### src/rtl/keypad_input.sv
// 4x5 matrix keypad scanner: synchronizes rows, scans columns, debounces per
// frame and queues confirmed key codes in a 2-entry FIFO for the controller.
module keypad_input #(
  parameter int SCAN_DIV = 1000,
  parameter int DEB_N    = 4,
  parameter int IC_N     = 5
) (
  input  logic            Clock,
  input  logic            Reset,
  output logic [4:0]      col_n,
  input  logic [3:0]      row_n,
  output logic [IC_N-1:0] in_cmd,
  input  logic            in_ack,
  output logic            overflow
);

  localparam int DIV_W = (SCAN_DIV > 1) ? $clog2(SCAN_DIV) : 1;
  localparam int CNT_W = $clog2(DEB_N + 1);

  typedef enum logic [1:0] {IDLE, CONFIRM, HELD} state_t;

  logic [3:0]       row_s1_q, row_s2_q;
  logic [DIV_W-1:0] div_q;
  logic [2:0]       col_q;
  logic [4:0]       col_n_q;
  logic [1:0]       frame_cnt_q, frame_cnt_d;
  logic [4:0]       frame_key_q, frame_key_d;
  logic             dwell_end, frame_end;
  logic [2:0]       hits;
  logic [1:0]       row_idx, col_cnt;
  logic [2:0]       tot;
  logic [4:0]       key_this;

  state_t           state_q, state_d;
  logic [4:0]       cand_q, cand_d, push_key;
  logic [CNT_W-1:0] cnt_q, cnt_d;
  logic             push, pop;
  logic [IC_N-1:0]  push_code;

  logic [IC_N-1:0]  head_q, head_d, tail_q, tail_d;
  logic [1:0]       occ_q, occ_d;
  logic             ovf_q, ovf_d;

  always_ff @(posedge Clock or negedge Reset) begin
    if (!Reset) begin
      row_s1_q <= '1;
      row_s2_q <= '1;
    end else begin
      row_s1_q <= row_n;
      row_s2_q <= row_s1_q;
    end
  end

  assign dwell_end = (div_q == DIV_W'(SCAN_DIV - 1));
  assign frame_end = dwell_end && (col_q == 3'd4);

  // Per-column decode; any column with 2+ rows low already makes the frame MULTI.
  always_comb begin
    hits    = '0;
    row_idx = '0;
    for (int r = 0; r < 4; r++) begin
      if (!row_s2_q[r]) begin
        hits    = hits + 3'd1;
        row_idx = 2'(r);
      end
    end
    col_cnt     = (hits > 3'd1) ? 2'd2 : hits[1:0];
    tot         = {1'b0, frame_cnt_q} + {1'b0, col_cnt};
    frame_cnt_d = (tot > 3'd1) ? 2'd2 : tot[1:0];
    key_this    = {3'b000, row_idx} * 5'd5 + {2'b00, col_q};
    frame_key_d = (frame_cnt_q == 2'd0 && hits == 3'd1) ? key_this : frame_key_q;
  end

  always_ff @(posedge Clock or negedge Reset) begin
    if (!Reset) begin
      div_q       <= '0;
      col_q       <= '0;
      col_n_q     <= 5'b11110;
      frame_cnt_q <= '0;
      frame_key_q <= '0;
    end else if (dwell_end) begin
      div_q       <= '0;
      col_q       <= frame_end ? 3'd0 : col_q + 3'd1;
      col_n_q     <= {col_n_q[3:0], col_n_q[4]};
      frame_cnt_q <= frame_end ? 2'd0 : frame_cnt_d;
      frame_key_q <= frame_end ? 5'd0 : frame_key_d;
    end else begin
      div_q <= div_q + DIV_W'(1);
    end
  end

  assign col_n = col_n_q;

  always_ff @(posedge Clock or negedge Reset) begin
    if (!Reset) begin
      state_q <= IDLE;
      cand_q  <= '0;
      cnt_q   <= '0;
    end else begin
      state_q <= state_d;
      cand_q  <= cand_d;
      cnt_q   <= cnt_d;
    end
  end

  // Frame result: frame_cnt_d 0 = NONE, 1 = SINGLE(frame_key_d), 2 = MULTI.
  always_comb begin
    state_d  = state_q;
    cand_d   = cand_q;
    cnt_d    = cnt_q;
    push     = 1'b0;
    push_key = cand_q;
    if (frame_end) begin
      case (state_q)
        IDLE: begin
          if (frame_cnt_d == 2'd1) begin
            cand_d = frame_key_d;
            if (DEB_N == 1) begin
              push     = 1'b1;
              push_key = frame_key_d;
              cnt_d    = '0;
              state_d  = HELD;
            end else begin
              cnt_d   = CNT_W'(1);
              state_d = CONFIRM;
            end
          end
        end
        CONFIRM: begin
          if (frame_cnt_d == 2'd1 && frame_key_d == cand_q) begin
            if (cnt_q + CNT_W'(1) == CNT_W'(DEB_N)) begin
              push    = 1'b1;
              cnt_d   = '0;
              state_d = HELD;
            end else begin
              cnt_d = cnt_q + CNT_W'(1);
            end
          end else begin
            cnt_d   = '0;
            state_d = IDLE;
          end
        end
        HELD: begin
          if (frame_cnt_d == 2'd0) begin
            if (cnt_q + CNT_W'(1) == CNT_W'(DEB_N)) begin
              cnt_d   = '0;
              state_d = IDLE;
            end else begin
              cnt_d = cnt_q + CNT_W'(1);
            end
          end else begin
            cnt_d = '0;
          end
        end
        default: state_d = IDLE;
      endcase
    end
  end

  assign push_code = IC_N'(push_key) + IC_N'(1);
  assign pop       = in_ack && (occ_q != 2'd0);

  // Pop is applied first so a push into a full FIFO that is popping this cycle still lands.
  always_comb begin
    head_d = head_q;
    tail_d = tail_q;
    occ_d  = occ_q;
    ovf_d  = ovf_q;
    if (pop) begin
      head_d = tail_q;
      occ_d  = occ_q - 2'd1;
    end
    if (push) begin
      if (occ_d == 2'd0) begin
        head_d = push_code;
        occ_d  = 2'd1;
      end else if (occ_d == 2'd1) begin
        tail_d = push_code;
        occ_d  = 2'd2;
      end else begin
        ovf_d = 1'b1;
      end
    end
  end

  always_ff @(posedge Clock or negedge Reset) begin
    if (!Reset) begin
      head_q <= '0;
      tail_q <= '0;
      occ_q  <= '0;
      ovf_q  <= 1'b0;
    end else begin
      head_q <= head_d;
      tail_q <= tail_d;
      occ_q  <= occ_d;
      ovf_q  <= ovf_d;
    end
  end

  assign in_cmd   = (occ_q != 2'd0) ? head_q : '0;
  assign overflow = ovf_q;

endmodule

### config.mk
export PLATFORM = sky130hd
export DESIGN_NAME = keypad_input
export DESIGN_NICKNAME = d
export VERILOG_FILES = /design/src/rtl/keypad_input.sv
export SDC_FILE = /design/constraint.sdc
export NUM_CORES = 1
export LEC_CHECK = 0
export CELL_PAD_IN_SITES_DETAIL_PLACEMENT = 0
export CELL_PAD_IN_SITES_GLOBAL_PLACEMENT = 1
export CORE_MARGIN = 4
export CORE_UTILIZATION = 35
export DETAILED_ROUTE_END_ITERATION = 6
export PLACE_DENSITY = 0.65
export SKIP_CTS_REPAIR_TIMING = 1
export SLEW_MARGIN = 20
export SYNTH_ARGS = -nofsm -noshare
export SYNTH_HDL_FRONTEND = slang
export SYNTH_SLANG_ARGS = --single-unit
### constraint.sdc
create_clock -name Clock -period 4.3 [get_ports Clock]
set_clock_uncertainty 0.2 [all_clocks]
set_input_delay 0.86 -clock Clock [delete_from_list [all_inputs] [get_ports Clock]]
set_output_delay 0.86 -clock Clock [all_outputs]
set_load 0.01 [all_outputs]
==> impl_results.md, run 1 <==
* Clock sink total at 56
* Status: complete, no violations
* Share of post-route cells with drive strength above 1 at 0.176
* Commonest register cell after synthesis: dfrtp_1
* CTS clock-pin slew for the worst setup and hold paths at about 100 ps
* Adder-Cell Fraction of Synth Area at 0.101
* Tcrit/Tclk final at 0.989
* Final hold vios at 0
* Req. time, crit path at between 4000 and 5000 ps
* Clock power frac at 0.273
* Final WS setup at ~47 ps
* Commonest non-fill, non-tap cell in the layout: dfrtp_1
* Row cnt at 34
* Worst path cell trace: inv_2 -> ha_4 -> xnor2_2 -> ha_4 -> nor2_2 -> a311o_1 -> nand2_2 -> nor2_2 -> ha_2 -> inv_2 -> fa_1 -> nand4_1 -> a2111oi_2 -> mux2_4 -> nand4_4 -> nor4_4 -> buf_4 -> mux2i_1
* DRT iter0 DRCs at between 60 and 70
* H-tree levels at 2
* Post-DR wirelength/cell at 13.8 um
* Mean Syn Cell Area at roughly 10 um2
* DR vias/cell at around 5
* Largest cells by area after synthesis: dfrtp_1, dfstp_2, ha_1
* Cell count after synthesis at approximately 320
* Die Wd at 104 um
* Core area at approximately 8800 um2
* Post-Syn Area at between 3000 and 4000 um2
* Final Max Tran Viols at 0
* Clock buffer depth at 2
* Initial Util at 0.366
* Via Count at between 2000 and 2500
* Comb pwr share at 0.229
* Final hold slack at approximately 160 ps
* Internal Power at roughly 790 uW
* Compound-cell area share of the yosys netlist at 0.101
* Mapped Nets at between 300 and 400
* Setup violators final at 0
* ANT nets after route at 0
* Rel. slew slack at 0.390
* Switching Share at 0.288
* Seq cells post-synth at between 50 and 60
* Vias in the first global route at 2254
* Post-DP HPWL at about 4.5 mm
* IO buf count at 17
* Largest net degree at the start of global routing at 42
* Multiplexer area fraction after synthesis at 0.0808
* MaxCap Viol Count at 0
* Nets at between 300 and 400
* Largest family of logic cells by synthesized area: simple AND/OR/NAND/NOR gates
* Synth warnings at 0
* Io pins at 18
* Drt total wl at ~6.2 mm
* Most frequent cells in the layout: dfrtp_1, nand2_1, inv_1
* Area share of the largest cell type after synthesis at 0.340
* Chip height at roughly 100 um
* Number of flops mapped to enable cells by yosys at 0
* Root Buffer: clkbuf_8
* Xor and xnor area share after synthesis at 0.0487
* Total CTS buffers at 5
* Yosys cell types at 56
* Final Critical Period at approximately 4300 ps
* Critical path type: reg2reg
* Routability cong. at between 0.7 and 0.8
* Dpl ws at 51.7 ps
* Drt drc at 0
* Seq pwr share at 0.498
* Synth area leader: dfrtp_1
* Crit-path max FO at 4
* CP peak stage delay at 560 ps
* Psw at approximately 320 uW
* Global-route wire length before repair at between 10 and 15 mm
* GRT Util Overall at 0.119
* Asr flop ratio synth at 1.00
* Max Freq at between 0.2 and 0.25 GHz
* Setup crit start kind: register
* N_diodes at 0
* Worst-skew pair later-pin latency at 310 ps
* CTS tree: done
* Lkg Pwr at approximately 1.7 nW
* Full die area at approximately 11000 um2
* VDD IR max at approximately 0.12 mV
* Gr ovfl total at 0
* Area share of and/or/nand/nor cells after synthesis at 0.175
* Worst Tran Pin Value at 915 ps
* PD cells at approximately 300 nW/um2
* Number of antenna violations at the first check in global routing at 0
* CP max-delay cell: dfstp_2
* First-pass detailed-route iteration total at 4
* Post-synthesis sequential area ratio at 0.437
* RSZ-0062 raised after global routing: yes
* Crit path DAT at roughly 4300 ps
* Area growth syn-to-layout at 14.2%
* Worst Setup End Kind: register
* HP Class: reg2reg
* Fill cell count at 871
## sequential cells by signal (all words and copies together), names as in the netlist, 2 cells and up
signal / flops
frame_cnt_q: 2
cnt_q: 3
occ_q: 2
row_s1_q: 4
state_q: 2
frame_key_q: 5
col_n: 5
head_q: 5
tail_q: 5
row_s2_q: 4
div_q: 10
col_q: 3
cand_q: 5
## cell type report
class                           instances  area, um2  share of cell area
Clock buffer                            7       86.3              0.0233
Clock inverter                          1       8.76             0.00237
Inverter                               24       90.1              0.0244
Multi-Input combinational cell        222       1700               0.459
Sequential cell                        56       1420               0.383
Tap cell                              108        135              0.0365
Timing Repair Buffer                   30        263              0.0710
## kinds of logic (layout without fill, tap and decap cells)
logic type,Yosys count,count (layout)
buffers and inverters,37,62
AND/OR/NAND/NOR,107,107
XOR/XNOR,18,18
adder cells (fa/ha/maj),25,25
flip-flops,56,56
multiplexers,24,24
AO/OA/AOI/OAI,48,48
## power groups by stage
stage	Combinational, mW	Clock (mW)	Sequential (mW)
6_report	0.254	0.302	0.552
4_1_cts	0.248	0.319	0.552
3_5_place_dp	0.247	0	0.562
5_1_grt	0.285	0.337	0.554
2_1_floorplan	0.176	0	0.559
3_3_place_gp	0.240	0	0.562
## final timing paths
path | slack, ps | endpoint | startpoint | cells past startpoint
max in group asynchronous | 2670 | head_q[0] | Reset | 2
min reg2reg | 160 | row_s2_q[2] | row_s1_q[2] | 0
max reg2reg | 50 | tail_q[0] | row_s2_q[1] | 18
min in group asynchronous | 480 | cnt_q[0] | Reset | 1
max | 50 | tail_q[0] | row_s2_q[1] | 18
min | 160 | row_s2_q[2] | row_s1_q[2] | 0
## synthesized netlist by cell type (8+ instances only)
cell      instances
clkbuf_1          8
dfrtp_1          44
dfstp_2          12
ha_1             23
inv_1            24
mux2i_1          19
nand2_1          38
nand3_1          11
nor2_1           21
nor2b_1          10
o21ai_0          16
xnor2_1          10
xor2_1            8
## worst max-delay path, delay by kind of cell (launching register included)
| family | cells | cell delay, ps |
|---|---|---|
| AOI/OAI and AO/OA | 2 | 490 |
| and+or+nand+nor | 6 | 890 |
| adders and majority gates | 4 | 1230 |
| DFF | 1 | 560 |
| buffers and inverters | 3 | 290 |
| muxes | 2 | 400 |
| xor gates and xnor gates | 1 | 120 |
## per-layer routing
metal  wire, um  part of all wire  vias to the layer above  GRT usage
met1       3170              0.51                     1069      0.164
met5          0                 0                        -          0
met2       2780              0.45                       39      0.193
met4         52            0.0084                        0     0.0294
li1           -                 -                     1136          -
met3        184             0.030                        5     0.0223
## metrics by stage
stage	setup TNS [ps]	cell area [um2]	cells	power, mW	utilization
2_1_floorplan	0	3240	315	0.735	-
3_3_place_gp	0	3510	436	0.802	0.397
3_5_place_dp	0	3510	436	0.809	0.397
4_1_cts	0	3610	444	1.12	0.408
5_1_grt	-1410	3700	448	1.18	0.418
6_report	0	3700	448	1.11	0.418
Note: power is estimated with default switching activity, not from simulation.
==> inputs of run 2 (changes only) <==
Settings changed: CTS_CLUSTER_DIAMETER from default to 100.
==> results of run 2 <==
Final layout, timing and power as in run 1 (identical DEF).
==> inputs of run 3 (changes only) <==
Settings changed: CORE_ASPECT_RATIO from default to 0.9.
==> run 3 against run 2 <==
- combinational power is 2% higher
- cell area grew 1.5%
- sequential share of layout area is 0.57 points lower
- via count rose by 0.27%
- sequential cell count unchanged
- wire length increased by 3.7%
==> impl_results.md, run 3 (synthesis results as in run 1) <==
* Area post-placement at 3520 um2 (+0.28%)
* Full die area at 10900 um2 (about the same)
* Total CTS buffers at 5 (unchanged)
* Fill cell count at 915 (+5.1%)
* Crit-path max FO at 4 (unchanged)
* IO buf count at 17 (unchanged)
* Most frequent cells in the layout: dfrtp_1, nand2_1, inv_1
* Drt drc at 0 (unchanged)
* Initial Util at 0.356 (-0.00948)
* H-tree levels at 2 (unchanged)
* Final hold vios at 0 (unchanged)
* Crit path top cell by count: inv_2
* Area growth syn-to-layout at 16.0%
* DR vias/cell at 4.85 (-3.4%)
* RSZ-0062 raised after global routing: yes
* Rel. slew slack at 0.543 (+0.153)
* Worst Tran Pin Value at 686 ps (-229 ps)
* Core area at 9080 um2 (+2.7%)
* Post-route core utilization at 0.413 (-0.00463)
* Max Freq at 0.235 GHz (about the same)
* Largest reg by FF count: div_q
* Switching Share at 0.286 (-0.00191)
* Vias in the first global route at 2294 (+1.8%)
* Lkg Pwr at 1.68 nW (+1.6%)
* DRT iter0 DRCs at 88 (+40%)
* Crit path DAT at 4290 ps (about the same)
* Dpl cells at 449 (+3.0%)
* Clock sink total at 56 (unchanged)
* Post-DP HPWL at 4.59 mm (+1.1%)
* CTS tree: done
* Setup violators final at 0 (unchanged)
* Commonest non-fill, non-tap cell in the layout: dfrtp_1
* Post-DR wirelength/cell at 13.8 um (-0.14%)
* Final instance area at 3750 um2 (+1.5%)
* Final hold slack at 164 ps (+3.39 ps)
* N_diodes at 0 (unchanged)
* HP Class: reg2reg
* Psw at 335 uW (+5.0%)
* Critical path's top delay family: adder cells
* Drt total wl at 6.41 mm (+3.7%)
* Crit path from: row_s2_q[0]
* Req. time, crit path at 4340 ps (about the same)
* Via Count at 2255 (+0.27%)
* Tot Pwr at 1.17 mW (+5.7%)
* CP max-delay cell: dfstp_2
* Io pins at 18 (unchanged)
* Largest net degree at the start of global routing at 30 (-29%)
* Internal Power at 837 uW (+6.0%)
* Clock buffer depth at 2 (unchanged)
* Max reg flops at 10 (unchanged)
* GRT Util Overall at 0.128 (+0.00851)
* Worst Setup End Kind: register
* Seq pwr share at 0.471 (-0.027)
* Number of antenna violations at the first check in global routing at 0 (unchanged)
* PD cells at 312 nW/um2 (+4.2%)
* Worst path cell trace: inv_2 -> ha_4 -> xnor2_2 -> ha_1 -> nor2_1 -> a311o_1 -> nand2_2 -> nor2_2 -> ha_2 -> inv_2 -> fa_1 -> nand4_1 -> a2111oi_2 -> mux2_4 -> nand4_4 -> nor4_4 -> buf_4 -> mux2i_1
* Clock power frac at 0.309 (+0.036)
* MaxCap Viol Count at 0 (unchanged)
* Chip height at 99.3 um (-4.7%)
* Die Wd at 109 um (+5.0%)
* Nets at 374 (+0.81%)
* Routability cong. at 0.770 (+3.1%)
* Setup crit start kind: register
* Gr ovfl total at 0 (unchanged)
* Worst-skew pair later-pin latency at 310 ps (about the same)
* Status: complete, no violations
* Global-route wire length before repair at 11.2 mm (+4.8%)
* Final Max Tran Viols at 0 (unchanged)
* Row cnt at 33 (-2.9%)
* Final Critical Period at 4250 ps (-1.68 ps)
* HP Start: row_s1_q[2]
* Comb pwr share at 0.220 (-0.009)
* VDD IR max at 0.128 mV (+8.6%)
* Tcrit/Tclk final at 0.989 (about the same)
* Critical path type: reg2reg
* Share of post-route cells with drive strength above 1 at 0.184 (+0.00720)
* Bufs and invs on worst path at 3 (unchanged)
* Root Buffer: clkbuf_8
* CTS clock-pin slew for the worst setup and hold paths at 100 ps (about the same)
* Fin cells at 465 (+3.8%)
* Reg-to-reg startpoint: row_s2_q[0]
* CP peak stage delay at 550 ps (about the same)
* First-pass detailed-route iteration total at 4 (unchanged)
* ANT nets after route at 0 (unchanged)
==> run 3: final timing paths <==
path | endpoint | slack (ps) | cells after the start
worst min register to register | row_s2_q[2] | 160 | 0
worst min-delay path | row_s2_q[2] | 160 | 0
worst max register to register | tail_q[3] | 50 | 18
min in group asynchronous | head_q[2] | 370 | 1
worst max-delay path | tail_q[3] | 50 | 18
max in group asynchronous | row_s1_q[1] | 2670 | 2
==> run 3: final cells by class <==
cell class / instances / area, um2 / area share
sequential: 56 / 1420 / 0.377
clock inverter: 3 / 46.3 / 0.0123
timing repair buffer: 33 / 285 / 0.0760
clock buffer: 5 / 68.8 / 0.0183
tap: 122 / 153 / 0.0407
multi-input combinational: 222 / 1700 / 0.452
inverter: 24 / 90.1 / 0.0240
==> run 3: per-stage QoR <==
step | setup WS, ps | TNS, ps
floorplan | 86.8 | 0
global placement | 139 | 0
detailed placement | 38.4 | 0
CTS | 13.3 | 0
global route | -245 | -2020
finish | 48.2 | 0
==> run 3: routing by layer <==
metal	up-vias	global-route usage	routed length (um)
met5	-	0	0
met4	0	0.0316	49
met3	4	0.0253	139
met2	16	0.195	2890
met1	1094	0.186	3330
li1	1141	-	-
==> run 3: power by group through the flow <==
stage          Combinational, mW  Sequential, mW  Clock (mW)
2_1_floorplan              0.176           0.559           0
3_3_place_gp               0.241           0.562           0
3_5_place_dp               0.245           0.563           0
4_1_cts                    0.245           0.553       0.381
5_1_grt                    0.294           0.555       0.399
6_report                   0.258           0.552       0.362
